### config.mk
export PLATFORM = sky130hd
export DESIGN_NAME = mem_arbiter
export DESIGN_NICKNAME = d
export VERILOG_FILES = /design/src/rtl/mem_arbiter.sv
export SDC_FILE = /design/constraint.sdc
export NUM_CORES = 1
export LEC_CHECK = 0
export CAP_MARGIN = 20
export CORE_MARGIN = 5
export CORE_UTILIZATION = 44
export CTS_CLUSTER_DIAMETER = 200
export DETAILED_ROUTE_END_ITERATION = 10
export HOLD_SLACK_MARGIN = 0.12
export PLACE_DENSITY = 0.93
export SETUP_SLACK_MARGIN = 0.3
export SKIP_LAST_GASP = 1
export SLEW_MARGIN = 20
export SYNTH_ARGS = -nofsm -noshare
export SYNTH_HDL_FRONTEND = slang
export SYNTH_SLANG_ARGS = --single-unit
### constraint.sdc
create_clock -name clk_in -period 2.88 [get_ports clk_in]
set_input_delay 0.432 -clock clk_in [delete_from_list [all_inputs] [get_ports clk_in]]
set_output_delay 0.432 -clock clk_in [all_outputs]
set_load 0.005 [all_outputs]
### src/rtl/mem_arbiter.sv
// Arbiter between instruction fetch and load/store for a single byte-serial memory controller.
// Define MEM_ARB_RR_EN for round-robin arbitration; otherwise load/store has fixed priority.
module mem_arbiter #(
    parameter int unsigned ADDR_W = 32,
    parameter int unsigned DATA_W = 32
) (
    input  logic              clk_in,
    input  logic              rst_in,
    input  logic              rdy_in,

    input  logic              if_req_in,
    input  logic [ADDR_W-1:0] if_addr_in,
    output logic              if_done_out,
    output logic [DATA_W-1:0] if_data_out,

    input  logic              ls_req_in,
    input  logic [ADDR_W-1:0] ls_addr_in,
    input  logic [DATA_W-1:0] ls_data_in,
    input  logic              ls_r_nw_in,
    input  logic [2:0]        ls_type_in,
    output logic              ls_done_out,
    output logic [DATA_W-1:0] ls_data_out,

    input  logic              flush_in,

    output logic              mc_activate_out,
    output logic [ADDR_W-1:0] mc_addr_out,
    output logic [DATA_W-1:0] mc_data_out,
    output logic              mc_r_nw_out,
    output logic [2:0]        mc_type_out,
    input  logic [DATA_W-1:0] mc_data_in,
    input  logic              mc_available_in
);

    typedef enum logic [1:0] {StIdle, StBusy, StResp} state_t;
    typedef enum logic {OwnIf, OwnLs} owner_t;

    state_t state_q;
    owner_t owner_q;
    logic   kill_q;
    logic   pick_if;
    logic   grant_ls;
    logic   grant_if;

`ifdef MEM_ARB_RR_EN
    owner_t last_grant_q;
`endif

    // A fetch that is being flushed in the same cycle is never granted.
    always_comb begin
        pick_if = 1'b0;
`ifdef MEM_ARB_RR_EN
        pick_if = (last_grant_q == OwnLs);
`endif
        grant_ls = ls_req_in && !(if_req_in && !flush_in && pick_if);
        grant_if = if_req_in && !flush_in && !grant_ls;
    end

    always_ff @(posedge clk_in) begin
        if (rst_in) begin
            state_q         <= StIdle;
            owner_q         <= OwnIf;
            kill_q          <= 1'b0;
            mc_activate_out <= 1'b0;
            mc_addr_out     <= '0;
            mc_data_out     <= '0;
            mc_r_nw_out     <= 1'b0;
            mc_type_out     <= 3'b000;
            if_done_out     <= 1'b0;
            ls_done_out     <= 1'b0;
            if_data_out     <= '0;
            ls_data_out     <= '0;
`ifdef MEM_ARB_RR_EN
            last_grant_q    <= OwnIf;
`endif
        end else if (rdy_in) begin
            case (state_q)
                StIdle: begin
                    if (grant_ls) begin
                        owner_q         <= OwnLs;
                        mc_addr_out     <= ls_addr_in;
                        mc_data_out     <= ls_data_in;
                        mc_r_nw_out     <= ls_r_nw_in;
                        mc_type_out     <= ls_type_in;
                        mc_activate_out <= 1'b1;
                        state_q         <= StBusy;
`ifdef MEM_ARB_RR_EN
                        last_grant_q    <= OwnLs;
`endif
                    end else if (grant_if) begin
                        owner_q         <= OwnIf;
                        mc_addr_out     <= if_addr_in;
                        mc_data_out     <= '0;
                        mc_r_nw_out     <= 1'b1;
                        mc_type_out     <= 3'b000;
                        mc_activate_out <= 1'b1;
                        state_q         <= StBusy;
`ifdef MEM_ARB_RR_EN
                        last_grant_q    <= OwnIf;
`endif
                    end
                end
                StBusy: begin
                    if (flush_in && owner_q == OwnIf) begin
                        kill_q <= 1'b1;
                    end
                    if (mc_available_in) begin
                        mc_activate_out <= 1'b0;
                        state_q         <= StResp;
                        if (owner_q == OwnLs) begin
                            ls_data_out <= mc_data_in;
                            ls_done_out <= 1'b1;
                        end else if (!(kill_q || flush_in)) begin
                            if_data_out <= mc_data_in;
                            if_done_out <= 1'b1;
                        end
                    end
                end
                StResp: begin
                    // No grant here: requesters drop req in this cycle.
                    if_done_out <= 1'b0;
                    ls_done_out <= 1'b0;
                    kill_q      <= 1'b0;
                    state_q     <= StIdle;
                end
                default: begin
                    mc_activate_out <= 1'b0;
                    state_q         <= StIdle;
                end
            endcase
        end
    end

endmodule

==> results.yml <==
final_layout:
  stdcell_count: 982
  final_cell_mix: "clkdlybuf4s50_1 (273), nand2_1 (162), dfxtp_1 (139)"
  drive_above_1_share_pct: 9.630
  diodes: 0
  layout.nets: 936
  final_area_um2: 8917
  layout_commonest_cell: "clkdlybuf4s50_1"
  area_growth_pct: 60.16
floorplanning:
  die_area_um2: 15000
  fp.dieW_um: 122.5
  start_util_pct: 44.48
  die_h_um: 122.5
  core_area_um2: 12520
  rows: 41
  ios: 274
yosys:
  synth_edf_count: 0
  yosys_warnings: 0
  ys_seq_area_share_pct: 49.98
  async_reset_ff_share_pct: 0
  syn_avg_cell_area_um2: 10.33
  syn_nets: 678
  netlist_area_um2: 5568
  ys_seq_elements: 139
  yosysUniqueCellTypes: 30
  synth_flop_cell: "dfxtp_1"
  synthCells: 539
clocking:
  numClockSinks: 139
  cts_max_level: 4
  postCtsSetupRepairBufs: 0
  cts_resized: 0
  tritoncts: "yes"
  ctsHoldBuffers: 0
  cts_root_buf: "clkbuf_16"
  path_clk_slew_ps: 50
  insertion_delay_ps: 410
  cts_buffers: 17
  cts_buffer_depth: 2
pwr:
  seq_power_share_pct: 42.7
  comb_power_share_pct: 12.7
  vdd_drop_max_uv: 402.1
  p_clk_share_pct: 44.6
  p_leak_nw: 3.593
  switching_power_mw: 1.031
  intPower_mw: 3.720
  switching_share_pct: 21.70
  power_density_nw_per_um2: 532.8
critical_path:
  required_ps: 3210
  worstPathMaxFanout: 16
  end_kind: "flip-flop"
  path_class: "in2reg"
  ff2ff_path_depth: 3
  cp.arrival_ps: 2100
  critPathLaunchType: "primary input"
placed_design:
  place_congestion: 0.7918
  placed_area_um2: 8342
  hpwl_um: 11870
  io_buffers: 273
  dp_cells: 950
routing:
  ant_nets: 0
  wl_per_cell_um: 16.28
  dr.pass1.iters: 4
  drt-total-wl_um: 15990
  viasPerCell: 4.956
  drc: 0
  drt_iter0_markers: 307
  vias: 4867
timing:
  finClkSkew_ps: 8.909
  maxSlewViolCount: 0
  period_needed_ps: 1773
  slew_headroom_pct: 63.92
  setup_violations: 0
  hold_viol: 0
  rsz0062_at_grt: "no"
  max_freq_ghz: 0.5641
  worstMarginPinSlew_ps: 540.6
  tns_ps: 0
  fin_crit_sh_pct: 61.55
  whs_ps: 453.0
global_route:
  grt.overflow.total: 0
  first_global_vias: 4953
  antenna_found_initial: 0
  grt_start_max_net_pins: 75
  grt_util_all_layers_pct: 20.67
  grt_pass1_wl_um: 24110
worst_hold_path:
  hold_depth: 2
  hold_path.class: "reg2reg"
run:
  cap_violations: 0
status:
  status: "complete, no violations"
-- synth_stat cells (all sizes together), types with 2 or more instances --
| cell type | count | area share (%) |
|---|---|---|
| clkbuf | 13 | 0.88 |
| a21oi | 5 | 0.45 |
| and4bb | 2 | 0.52 |
| buf | 32 | 4.3 |
| nand3 | 2 | 0.27 |
| mux2 | 33 | 6.7 |
| a32o | 35 | 6.3 |
| nand2 | 162 | 11 |
| o211ai | 2 | 0.27 |
| mux2i | 96 | 17 |
| dfxtp | 139 | 50 |
| nor2b | 2 | 0.22 |
| nor2 | 2 | 0.13 |
| inv | 4 | 0.27 |
-- flip-flops by register name, summed over array words and instances (netlist names) --
name and cells:
if_data_out 32, ls_data_out 32, mc_addr_out 32, mc_data_out 32, mc_type_out 3, state_q 2
if_done_out 1, kill_q 1, ls_done_out 1, mc_activate_out 1, mc_r_nw_out 1, owner_q 1
-- path summary, 6_finish.rpt --
check                  startpoint               to  slack, ps
setup / recovery           rdy_in   if_data_out[0]       1110
hold / removal    if_data_out[19]  if_data_out[19]        450
setup reg to reg       state_q[1]   if_data_out[0]       1330
hold reg to reg   if_data_out[19]  if_data_out[19]        450
-- metal layers --
layer | vias up | routed length [µm] | GRT usage [%]
met4 | 0 | 467 | 8.747
met1 | 2287 | 5933 | 21.14
met2 | 176 | 8167 | 36.96
met5 | - | 0 | 0
met3 | 30 | 1418 | 8.664
li1 | 2374 | - | -
-- worst max-delay path, stage by stage --
cell and delay (ps):
clkdlybuf4s50_1 630, and4bb_4 290, nand3_2 430, mux2i_1 320
-- power groups by stage --
stage	clock [mW]	combinational, mW	sequential [mW]
6_report	2.12	0.604	2.03
5_1_grt	2.25	0.649	2.04
4_1_cts	2.16	0.610	2.03
3_5_place_dp	0	0.606	2.07
3_3_place_gp	0	0.595	2.07
2_1_floorplan	0	0.241	2.07
-- stage by stage --
step / power, mW / utilization [%] / setup slack (ps)
CTS: 4.802 / 71.24 / 1111
global route: 4.940 / 71.24 / 994.9
finish: 4.752 / 71.24 / 1107
global placement: 2.662 / 66.64 / 718.1
floorplan: 2.315 / - / 1380
detailed placement: 2.678 / 66.64 / 683.6
-- cells by family after synthesis --
group           synth area share, %
compound gates                7.843
buf+inv                       5.461
flops                         49.98
mux                           23.93
simple gates                  12.79
-- layout make-up --
type,count,area (µm²)
multi-input combinational,351,2486
sequential,139,2783
inverter,4,17.52
fill,956,3600
clock inverter,6,86.33
tap,172,215.2
timing repair buffer,284,2840
clock buffer,26,489.2
No activity file was read; power rests on OpenSTA's default activity.
